--- src/rtl/mole_round_ctrl.sv ---
// mole_round_ctrl: sequences one whack-a-mole game as a fixed number of rounds.
// Each round picks a hole from a free-running LFSR, shows the mole for a
// difficulty-dependent time, judges the switch edges as hit or miss, and then
// blanks the field for a gap before the next round.
//
// Handshake: mole_valid qualifies mole_index. While mole_valid is high,
// mole_index names the lit hole (0..8). While it is low, mole_index is 4'hF.
// The video unit only observes these outputs and has no ready back-pressure.
module mole_round_ctrl #(
    parameter int TW         = 32,
    parameter int EASY_TICKS = 300000000,
    parameter int MED_TICKS  = 200000000,
    parameter int HARD_TICKS = 100000000,
    parameter int GAP_TICKS  = 50000000,
    parameter int ROUNDS     = 30
) (
    input  logic       Clk,
    input  logic       Reset,
    input  logic       start_easy,
    input  logic       start_med,
    input  logic       start_hard,
    input  logic [8:0] sw,
    input  logic       Ack,
    output logic [3:0] mole_index,
    output logic       mole_valid,
    output logic [6:0] score,
    output logic [6:0] misses,
    output logic [6:0] round_cnt,
    output logic       busy,
    output logic       done,
    output logic [2:0] dbg_state,
    output logic [3:0] dbg_lfsr
);

    typedef enum logic [2:0] {
        S_IDLE = 3'd0,
        S_PICK = 3'd1,
        S_SHOW = 3'd2,
        S_GAP  = 3'd3,
        S_DONE = 3'd4
    } state_t;

    localparam logic [TW-1:0] EASY_T   = TW'(EASY_TICKS);
    localparam logic [TW-1:0] MED_T    = TW'(MED_TICKS);
    localparam logic [TW-1:0] HARD_T   = TW'(HARD_TICKS);
    localparam logic [TW-1:0] GAP_LAST = TW'(GAP_TICKS - 1);
    localparam logic [6:0]    ROUNDS_C = 7'(ROUNDS);
    localparam logic [6:0]    CNT_MAX  = 7'd127;
    localparam logic [3:0]    NO_MOLE  = 4'hF;
    localparam logic [3:0]    LFSR_SEED = 4'b1011;

    // Registered state
    state_t        r_state;
    logic [3:0]    r_lfsr;
    logic [8:0]    r_sw_q;
    logic [3:0]    r_prev_idx;
    logic [3:0]    r_mole_index;
    logic          r_mole_valid;
    logic [TW-1:0] r_timer;
    logic [TW-1:0] r_show_ticks;
    logic [6:0]    r_score;
    logic [6:0]    r_misses;
    logic [6:0]    r_round_cnt;

    // Combinational helpers
    logic [8:0]    w_edge;
    logic [8:0]    w_target;
    logic          w_hit;
    logic          w_wrong;
    logic          w_expire;
    logic          w_resolve;
    logic          w_any_start;
    logic          w_pick_ok;
    logic [TW-1:0] w_start_ticks;
    logic [TW-1:0] w_show_last;

    // Counters stop at the top of their 7-bit range instead of wrapping.
    function automatic logic [6:0] sat_inc(input logic [6:0] v);
        return (v == CNT_MAX) ? v : v + 7'd1;
    endfunction

    // Only rising switch edges count; a switch held from before never hits.
    assign w_edge   = sw & ~r_sw_q;
    // One-hot mask of the lit hole; all zero when no mole is shown.
    assign w_target = 9'd1 << r_mole_index;
    assign w_hit    = |(w_edge & w_target);
    assign w_wrong  = |(w_edge & ~w_target);

    assign w_show_last = r_show_ticks - {{(TW-1){1'b0}}, 1'b1};
    assign w_expire    = (r_timer == w_show_last);
    // A target edge, a wrong edge or expiry closes the round exactly once.
    assign w_resolve   = w_hit || w_wrong || w_expire;

    assign w_any_start = start_easy || start_med || start_hard;
    // Holes are 0..8 and a hole never repeats back-to-back.
    assign w_pick_ok   = (r_lfsr <= 4'd8) && (r_lfsr != r_prev_idx);

    // Difficulty select for the show time, easy wins over medium over hard.
    always_comb begin
        w_start_ticks = HARD_T;
        if (start_easy) begin
            w_start_ticks = EASY_T;
        end else if (start_med) begin
            w_start_ticks = MED_T;
        end
    end

    // LFSR (x^4+x^3+1) and switch history advance every cycle in every state.
    always_ff @(posedge Clk) begin
        if (Reset) begin
            r_lfsr <= LFSR_SEED;
            r_sw_q <= '0;
        end else begin
            r_lfsr <= {r_lfsr[2:0], r_lfsr[3] ^ r_lfsr[2]};
            r_sw_q <= sw;
        end
    end

    // Round sequencer with registered mole and score outputs.
    always_ff @(posedge Clk) begin
        if (Reset) begin
            r_state      <= S_IDLE;
            r_prev_idx   <= NO_MOLE;
            r_mole_index <= NO_MOLE;
            r_mole_valid <= 1'b0;
            r_timer      <= '0;
            r_show_ticks <= '0;
            r_score      <= '0;
            r_misses     <= '0;
            r_round_cnt  <= '0;
        end else begin
            case (r_state)
                S_IDLE: begin
                    if (w_any_start) begin
                        r_show_ticks <= w_start_ticks;
                        r_score      <= '0;
                        r_misses     <= '0;
                        r_round_cnt  <= '0;
                        r_prev_idx   <= NO_MOLE;
                        r_state      <= S_PICK;
                    end
                end

                S_PICK: begin
                    // Reject out-of-range or repeated LFSR values and retry
                    // next cycle; the LFSR period bounds this to 15 cycles.
                    if (w_pick_ok) begin
                        r_mole_index <= r_lfsr;
                        r_prev_idx   <= r_lfsr;
                        r_mole_valid <= 1'b1;
                        r_timer      <= '0;
                        r_state      <= S_SHOW;
                    end
                end

                S_SHOW: begin
                    r_timer <= r_timer + {{(TW-1){1'b0}}, 1'b1};
                    if (w_hit) begin
                        r_score <= sat_inc(r_score);
                    end else if (w_wrong || w_expire) begin
                        r_misses <= sat_inc(r_misses);
                    end
                    if (w_resolve) begin
                        r_round_cnt  <= sat_inc(r_round_cnt);
                        r_mole_index <= NO_MOLE;
                        r_mole_valid <= 1'b0;
                        r_timer      <= '0;
                        r_state      <= S_GAP;
                    end
                end

                S_GAP: begin
                    // round_cnt already includes the round that just ended.
                    if (r_timer == GAP_LAST) begin
                        r_timer <= '0;
                        if (r_round_cnt == ROUNDS_C) begin
                            r_state <= S_DONE;
                        end else begin
                            r_state <= S_PICK;
                        end
                    end else begin
                        r_timer <= r_timer + {{(TW-1){1'b0}}, 1'b1};
                    end
                end

                S_DONE: begin
                    // Counters hold so the final result stays on display.
                    if (Ack) begin
                        r_state <= S_IDLE;
                    end
                end

                default: begin
                    r_state <= S_IDLE;
                end
            endcase
        end
    end

    assign mole_index = r_mole_index;
    assign mole_valid = r_mole_valid;
    assign score      = r_score;
    assign misses     = r_misses;
    assign round_cnt  = r_round_cnt;
    assign busy       = (r_state == S_PICK) || (r_state == S_SHOW) || (r_state == S_GAP);
    assign done       = (r_state == S_DONE);
    assign dbg_state  = r_state;
    assign dbg_lfsr   = r_lfsr;

endmodule

--- config.mk ---
export PLATFORM = sky130hd
export DESIGN_NAME = mole_round_ctrl
export DESIGN_NICKNAME = d
export VERILOG_FILES = /design/src/rtl/mole_round_ctrl.sv
export SDC_FILE = /design/constraint.sdc
export NUM_CORES = 1
export LEC_CHECK = 0
export ABC_AREA = 1
export ABC_CLOCK_PERIOD_IN_PS = 5600
export CAP_MARGIN = 20
export CORE_ASPECT_RATIO = 1.75
export CORE_MARGIN = 2
export CORE_UTILIZATION = 65
export CTS_BUF_LIST = sky130_fd_sc_hd__clkbuf_8
export CTS_CLUSTER_DIAMETER = 100
export DETAILED_ROUTE_END_ITERATION = 12
export PLACE_DENSITY = 0.88
export SYNTH_ARGS = -nofsm -noshare
export SYNTH_HDL_FRONTEND = slang
export SYNTH_SLANG_ARGS = --single-unit
--- constraint.sdc ---
create_clock -name Clk -period 5.6 [get_ports Clk]
set_clock_uncertainty 0.05 [all_clocks]
set_input_delay 1.12 -clock Clk [delete_from_list [all_inputs] [get_ports Clk]]
set_output_delay 1.12 -clock Clk [all_outputs]
set_load 0.02 [all_outputs]
# [Word level (Yosys, flattened, before mapping)]
# Cells that the tools add are included.
[totals] regBits=110 out_inout_bits=35
[classes] add_sub_neg=5 n_lt_le_gt_ge=1 n_eq_ne=22 shift=1 n_mux=32 n_bitwise=6 reduce_logical=23
[op_table] cell="32-bit two-way mux" n=3
[op_table] cell="32-bit case mux with 3 select lines" n=1
[op_table] cell="7-bit two-way mux" n=8
[op_table] cell="7-bit case mux with 2 select lines" n=3
[op_table] cell="32-bit by 1-bit adder with 32-bit output (second input constant)" n=1
[op_table] cell="32-bit by 26-bit == test with 1-bit output (second input constant)" n=1
[op_table] cell="32-bit == test" n=1
[op_table] cell="32-bit by 1-bit subtractor with 32-bit output (second input constant)" n=1
[op_table] cell="29-bit two-way mux" n=1
[op_table] cell="28-bit two-way mux" n=1
[op_table] cell="9-bit bitwise AND" n=3
[op_table] cell="2-bit inequality test (second input constant)" n=11
[op_table] cell="7-bit by 1-bit adder with 7-bit output (second input constant)" n=3
[op_table] cell="7-bit == test (second input constant)" n=3
[op_table] cell="3-bit two-way mux" n=6
[op_table] cell="9-bit inverter" n=2
[op_table] cell="9-bit OR reduction" n=2
[op_table] cell="4-bit case mux with 2 select lines" n=2
[op_table] cell="3-bit case mux with 5 select lines" n=1
[op_table] cell="4-bit two-way mux" n=3
[op_table] cell="5-bit AND reduction" n=2
[op_table] cell="1-bit by 4-bit left shift with 9-bit output (first input constant)" n=1
[op_table] cell="4-bit AND reduction" n=2
[op_table] cell="7-bit by 5-bit == test with 1-bit output (second input constant)" n=1
[op_table] cell="15 further kinds" n=27

# [Logic depth before layout (Yosys ltp)]
# Gate-level depths: netlist of run 1.
[depth] ltp_word=8 mapped_depth=21 ltp_nobuf=19

# [Worst setup path after synthesis of run 1]
# Ideal clock, no wire load.
[synth_timing] path_kind="input-to-reg" from="input port start_easy" to="register r_misses[5] (netlist: misses[5])" t_arrival_ps=2296 required_ps=5480 setup_slack_ps=3183 stages=7 n_path_buf=2 path_cell_list="nor2_1 > inv_1 > o21ai_0 > clkbuf_1 > clkbuf_1 > nand3_1 > a21oi_1"
[synth_via] elab_chain_len=4
[synth_rtl] element="from (decl)" line_no="19" text="input logic start_easy,"
[synth_rtl] element="1-bit logical OR (2 in series)" line_no="94" text="assign w_any_start = start_easy || start_med || start_hard;"
[synth_rtl] element="2-bit inequality test (no line)"
[synth_rtl] element="5-bit AND reduction (no line)"
[synth_rtl] element="to (signal assigned)" line_no="161" text="r_misses <= sat_inc(r_misses);"
[synth_rtl] element="to (decl)" line_no="62" text="logic [6:0] r_misses;"
# No other way between the ends.
# A chain may end at the register's enable or synchronous reset.

# [Worst setup path after layout of run 1]
[layout_timing] from="register r_show_ticks[13]" to="register r_timer[5]"
[layout_via] elab_chain_len=5
[layout_rtl] element="from (decl)" line_no="60" text="logic [TW-1:0] r_show_ticks;"
[layout_rtl] element="from (signal assigned)" line_no="135" text="r_show_ticks <= w_start_ticks;"
[layout_rtl] element="32-bit by 1-bit subtractor with 32-bit output" line_no="89" text="assign w_show_last = r_show_ticks - {{(TW-1){1'b0}}, 1'b1};"
[layout_rtl] element="32-bit == test" line_no="90" text="assign w_expire = (r_timer == w_show_last);"
[layout_rtl] element="1-bit logical OR" line_no="92" text="assign w_resolve = w_hit || w_wrong || w_expire;"
[layout_rtl] element="32-bit two-way mux" line_no="163" text="if (w_resolve) begin"
[layout_rtl] element="32-bit case mux with 3 select lines" line_no="132" text="case (r_state)"
[layout_rtl] element="to (signal assigned)" line_no="157" text="r_timer <= r_timer + {{(TW-1){1'b0}}, 1'b1};"
[layout_rtl] element="to (signal assigned)" line_no="182" text="r_timer <= r_timer + {{(TW-1){1'b0}}, 1'b1};"
[layout_rtl] element="to (decl)" line_no="59" text="logic [TW-1:0] r_timer;"
# No other way between the ends.

==> results of run 1 <==
-- final cells by class --
type | count | area (um2)
Clock buffer | 9 | 124
Fill cell | 690 | 2090
Multi-Input combinational cell | 659 | 3180
Tap cell | 92 | 115
Sequential cell | 85 | 1700
Inverter | 122 | 458
Clock inverter | 7 | 88.8
Timing Repair Buffer | 51 | 500
-- routing by layer --
metal	vias up	global-route usage (%)	routed length, um
li1	2914	-	-
met1	2684	36.0	5460
met2	286	67.8	8810
met3	96	9.35	1110
met4	0	24.7	1300
met5	-	0	0
-- kinds of logic after synthesis --
kind of cell / after synthesis / synth area share (%)
compound gates: 83 / 8.24
fa+ha+maj: 9 / 2.06
flops: 85 / 31.1
simple gates: 534 / 42.6
buf+inv: 146 / 10.7
xor+xnor: 33 / 5.29
-- critical path: cells and delay by family (launching register included) --
kind | cells | cell delay [ns]
fa+ha+maj | 1 | 0.34
simple gates | 14 | 2.14
flops | 1 | 0.44
buf+inv | 2 | 0.20
-- state kept, by name, summed over array words and instances, names as in the netlist, 3 cells and up --
signal and cells:
dbg_lfsr 4, r_sw_q 9, r_prev_idx 4, score 7, dbg_state 3, r_show_ticks 7, misses 7, round_cnt 7
mole_index 4, r_timer 32
-- cell usage after synthesis, drive strengths merged --
cell type	instances	area (um2)
o21ai	21	105
nand4	34	213
a22oi	1	7.51
and3	1	6.26
o22ai	2	12.5
nor2	123	472
a21oi	47	235
xor2	22	193
nand2b	1	6.26
nand3b	1	7.51
or2	4	25.0
a211oi	4	30.0
a31oi	1	6.26
o21a	3	22.5
ha	9	113
nor3	30	155
o211ai	2	15.0
nand2	258	998
a311oi	1	8.76
o21bai	1	7.51
nor3b	3	22.5
clkinv	2	7.51
nor4	2	12.5
inv	120	450
and2	1	6.26
clkbuf	15	57.6
buf	9	70.1
nand3	76	403
dfxtp	85	1700
xnor2	11	96.3
-- report_power, final --
part	total (mW)	internal [mW]	switching, mW	leakage [nW]
Clock	0.479	0.218	0.260	0.106
Sequential	0.784	0.683	0.101	0.693
Combinational	1.18	0.394	0.784	1.95
-- final timing paths --
path | start | endpoint | slack [ns] | depth (start not counted)
worst min-delay path | r_prev_idx[1] | r_prev_idx[1] | 0.45 | 2
worst min register to register | r_prev_idx[1] | r_prev_idx[1] | 0.45 | 2
worst max register to register | r_show_ticks[13] | r_timer[5] | 2.37 | 17
worst max-delay path | r_show_ticks[13] | r_timer[5] | 2.37 | 17
-- per-stage QoR --
step	setup WS (ns)	hold slack (ns)	power (mW)
floorplan	3.18	0.404	1.62
global placement	2.36	0.411	1.90
detailed placement	2.27	0.420	1.94
CTS	2.43	0.445	2.42
global route	2.06	0.453	2.60
finish	2.37	0.450	2.44
==> impl_metrics.toml, run 1 <==
[route]
routed_wl_um = 16700
drt_first_pass_iters = 7
drt_iter0_markers = 427
wire_per_inst_um = 16.3
drc = 0
via_count = 5980
viasPerCell = 5.83
antenna_left = 0

[global_route]
grt_pass1_vias = 5723
antenna_found_initial = 0
grt_max_degree = 58
grt_pass1_wl_um = 27000
grtUsageTotal_pct = 37.7
grt-ovfl-total = 0

[clock_network]
cts_tree = "done"
clk_pin_slew_ns = 0.10
cts_buffers = 9
post_cts_buffers = 0
cts_max_level = 3
clk_path_buf_depth = 2
clkSinkCount = 85
ctsResizeCount = 0
cts-root-buf = "clkbuf_8"
worstSkewPairLatency_ns = 0.39
holdBufCountCts = 0

[worst_setup_path]
required_ns = 5.87
arrival_ns = 3.51
cp_slowest_stage_delay_ns = 0.44
crit_path_cell_trace = "inv_1 > ha_1 > nand2_2 > nor2_1 > nor2_1 > nand2_1 > nand2_1 > nor2_1 > nand2_1 > nor2_1 > nand2_1 > nand3_4 > nand2_4 > inv_2 > nand2_2 > nand2_1 > nor2_1"
worstPathMaxFanout = 17
critPathCaptureType = "register"
worst_path_max_delay_cell = "dfxtp_1"
worst_setup_path_start_kind = "register"
crit_type = "register to register"

[die]
std_cell_rows = 44
die_y_um = 125
initial_core_util_pct = 66.2
die_width_um = 73.3
dieArea_um2 = 9190
core-area_um2 = 8260
ios = 50

[placement]
finalWeightedCongestion = 0.984
portBuffers = 49
dp_cells = 1009
placed_area_um2 = 5950
dpl.hpwl_um = 12700

[power]
cellPowerDensity_nw_per_um2 = 396
leakage_nw = 2.75
ir_drop_mv = 0.288

[timing]
hold_viol = 0
setup_viol = 0
finalCritPeriodShare_pct = 57.8
slew_violations = 0
slew-limit-headroom_pct = 26.0
worst_pin_slew_ns = 1.10
rsz0062_at_grt = "false"
min_period_ns = 3.23
fin_tns_setup_ns = 0
fmax_mhz = 309

[cells_and_area]
nets = 952
syn2layout_area_growth_pct = 12.8
drive_gt1_share_pct = 4.61
layout_commonest_cell = "nand2_1"
most-common-layout-cells = "nand2_1, nor2_1, inv_1, dfxtp_1, nand3_1"
fin_area_um2 = 6170
num_antenna_cells = 0
fin_util_pct = 74.7
final_cells = 1025

[synthesis]
synth_seq_cells = 85
syn_inst = 890
synth.avg_cell_area_um2 = 6.14
ys_types = 42
yosysSeqAreaShare_pct = 31.1
syn-num-nets = 914
ys_warn_count = 0
syn_area_um2 = 5470

[hold_path]
hp-class = "register to register"

[status]
status = "completed"

[flow_run]
drv_cap = 0
No activity file was read; power rests on OpenSTA's default activity.
==> run 2, diff against run 1 <==
ABC_CLOCK_PERIOD_IN_PS = 2680   (was 5600)
CORE_UTILIZATION = 54   (was 65)
PLACE_DENSITY = 0.78   (was 0.88)
clock period = 2.68 ns   (was 5.6 ns; I/O delays follow)
==> impl_metrics.toml, run 2 (synthesis results as in run 1) <==
[route]
drc = 0
antenna_left = 0
drt_first_pass_iters = 5
wire_per_inst_um = 15.2
via_count = 5926
drt_iter0_markers = 475
routed_wl_um = 16200
viasPerCell = 5.54

[timing]
finalCritPeriodShare_pct = 90.2
hold_viol = 0
setup_viol = 0
worst_pin_slew_ns = 1.07
fmax_mhz = 414
slew_violations = 0
fin_tns_setup_ns = 0
rsz0062_at_grt = "false"
slew-limit-headroom_pct = 28.0
min_period_ns = 2.42

[clock_network]
worstSkewPairLatency_ns = 0.39
cts_max_level = 3
cts-root-buf = "clkbuf_8"
cts_buffers = 9
clkSinkCount = 85
cts_tree = "done"
clk_pin_slew_ns = 0.10
post_cts_buffers = 0
clk_path_buf_depth = 2

[hold_path]
hp-class = "register to register"

[placement]
dpl.hpwl_um = 12400
dp_cells = 1054
portBuffers = 49
finalWeightedCongestion = 1.01

[global_route]
grt_pass1_vias = 5522
grt_max_degree = 57
grt_pass1_wl_um = 25500
antenna_found_initial = 0
grtUsageTotal_pct = 30.3
grt-ovfl-total = 0

[power]
leakage_nw = 2.80
cellPowerDensity_nw_per_um2 = 803
ir_drop_mv = 0.608

[worst_setup_path]
worst_setup_path_start_kind = "register"
arrival_ns = 2.61
critPathCaptureType = "register"
required_ns = 2.88
worstPathMaxFanout = 11
crit_type = "register to register"

[die]
std_cell_rows = 48
initial_core_util_pct = 55.5
die_y_um = 137
ios = 50
dieArea_um2 = 11000
core-area_um2 = 9850
die_width_um = 80.1

[cells_and_area]
drive_gt1_share_pct = 6.24
largest_register_ffs = 32
regMostFlops = "r_timer"
most-common-layout-cells = "nand2_1, nor2_1, inv_1, dfxtp_1, nand3_1"
num_antenna_cells = 0
reg_top3 = "r_timer: 32 flops, r_sw_q: 9 flops"
fillers = 985
layout_commonest_cell = "nand2_1"
final_cells = 1070
fin_util_pct = 64.0
nets = 964
syn2layout_area_growth_pct = 15.3

[status]
status = "completed"

[flow_run]
drv_cap = 0
run 2: worst paths after layout:
check                  start           end  slack, ns  cells after the start
max          r_show_ticks[9]  round_cnt[2]       0.26                     17
min reg2reg       mole_valid    mole_valid       0.42                      2
max reg2reg  r_show_ticks[9]  round_cnt[2]       0.26                     17
min               mole_valid    mole_valid       0.42                      2
run 2: power by group:
part | total (mW) | switching [mW] | internal (mW)
clock | 0.918 | 0.559 | 0.359
sequential | 1.63 | 0.200 | 1.43
combinational | 2.52 | 1.65 | 0.865
run 2: layout make-up:
| cell class | count | area, um2 | area share (%) |
|---|---|---|---|
| Clock buffer | 9 | 124 | 1.97 |
| Clock inverter | 7 | 65.1 | 1.03 |
| Inverter | 122 | 458 | 7.26 |
| Multi-Input combinational cell | 659 | 3200 | 50.8 |
| Sequential cell | 85 | 1700 | 27.0 |
| Tap cell | 125 | 156 | 2.48 |
| Timing Repair Buffer | 63 | 594 | 9.43 |
run 2: stage by stage:
stage / area (um2) / hold slack, ns / setup WS (ns) / power, mW
after floorplan: 5470 / 0.404 / 0.456 / 3.39
after global placement: 6090 / 0.402 / 0.0644 / 4.08
after detailed placement: 6090 / 0.407 / 0.0143 / 4.09
after CTS: 6270 / 0.422 / 0.00420 / 5.02
after global routing: 6300 / 0.441 / 0.0235 / 5.40
final: 6300 / 0.418 / 0.263 / 5.06
run 2: per-layer routing:
layer  up-vias  global-route usage [%]  part of all wire (%)
li1       2945                       -                     -
met3        85                    4.82                   4.2
met5         -                       0                     0
met1      2668                    28.4                    35
met4         0                    22.7                   7.3
met2       228                    56.7                    53
run 2: critical path, cell delays in order, from the launching register on:
cell and delay (ns):
dfxtp_1 0.39, inv_1 0.11, ha_1 0.27, inv_1 0.08, nand2_1 0.06, nand3_1 0.13
nand2_1 0.06, nor2_1 0.08, nand2_1 0.06, nor2_1 0.11, nand2_1 0.06, nor2_1 0.11
nand2_2 0.10, nand3_4 0.12, buf_6 0.16, nand3_2 0.13, nand2_1 0.13, a21oi_1 0.06
run 2: what timing repair did:
item	4_1_cts	5_1_grt
setup endpoints to repair	0	53
gates resized for setup	0	7
hold buffers	0	0
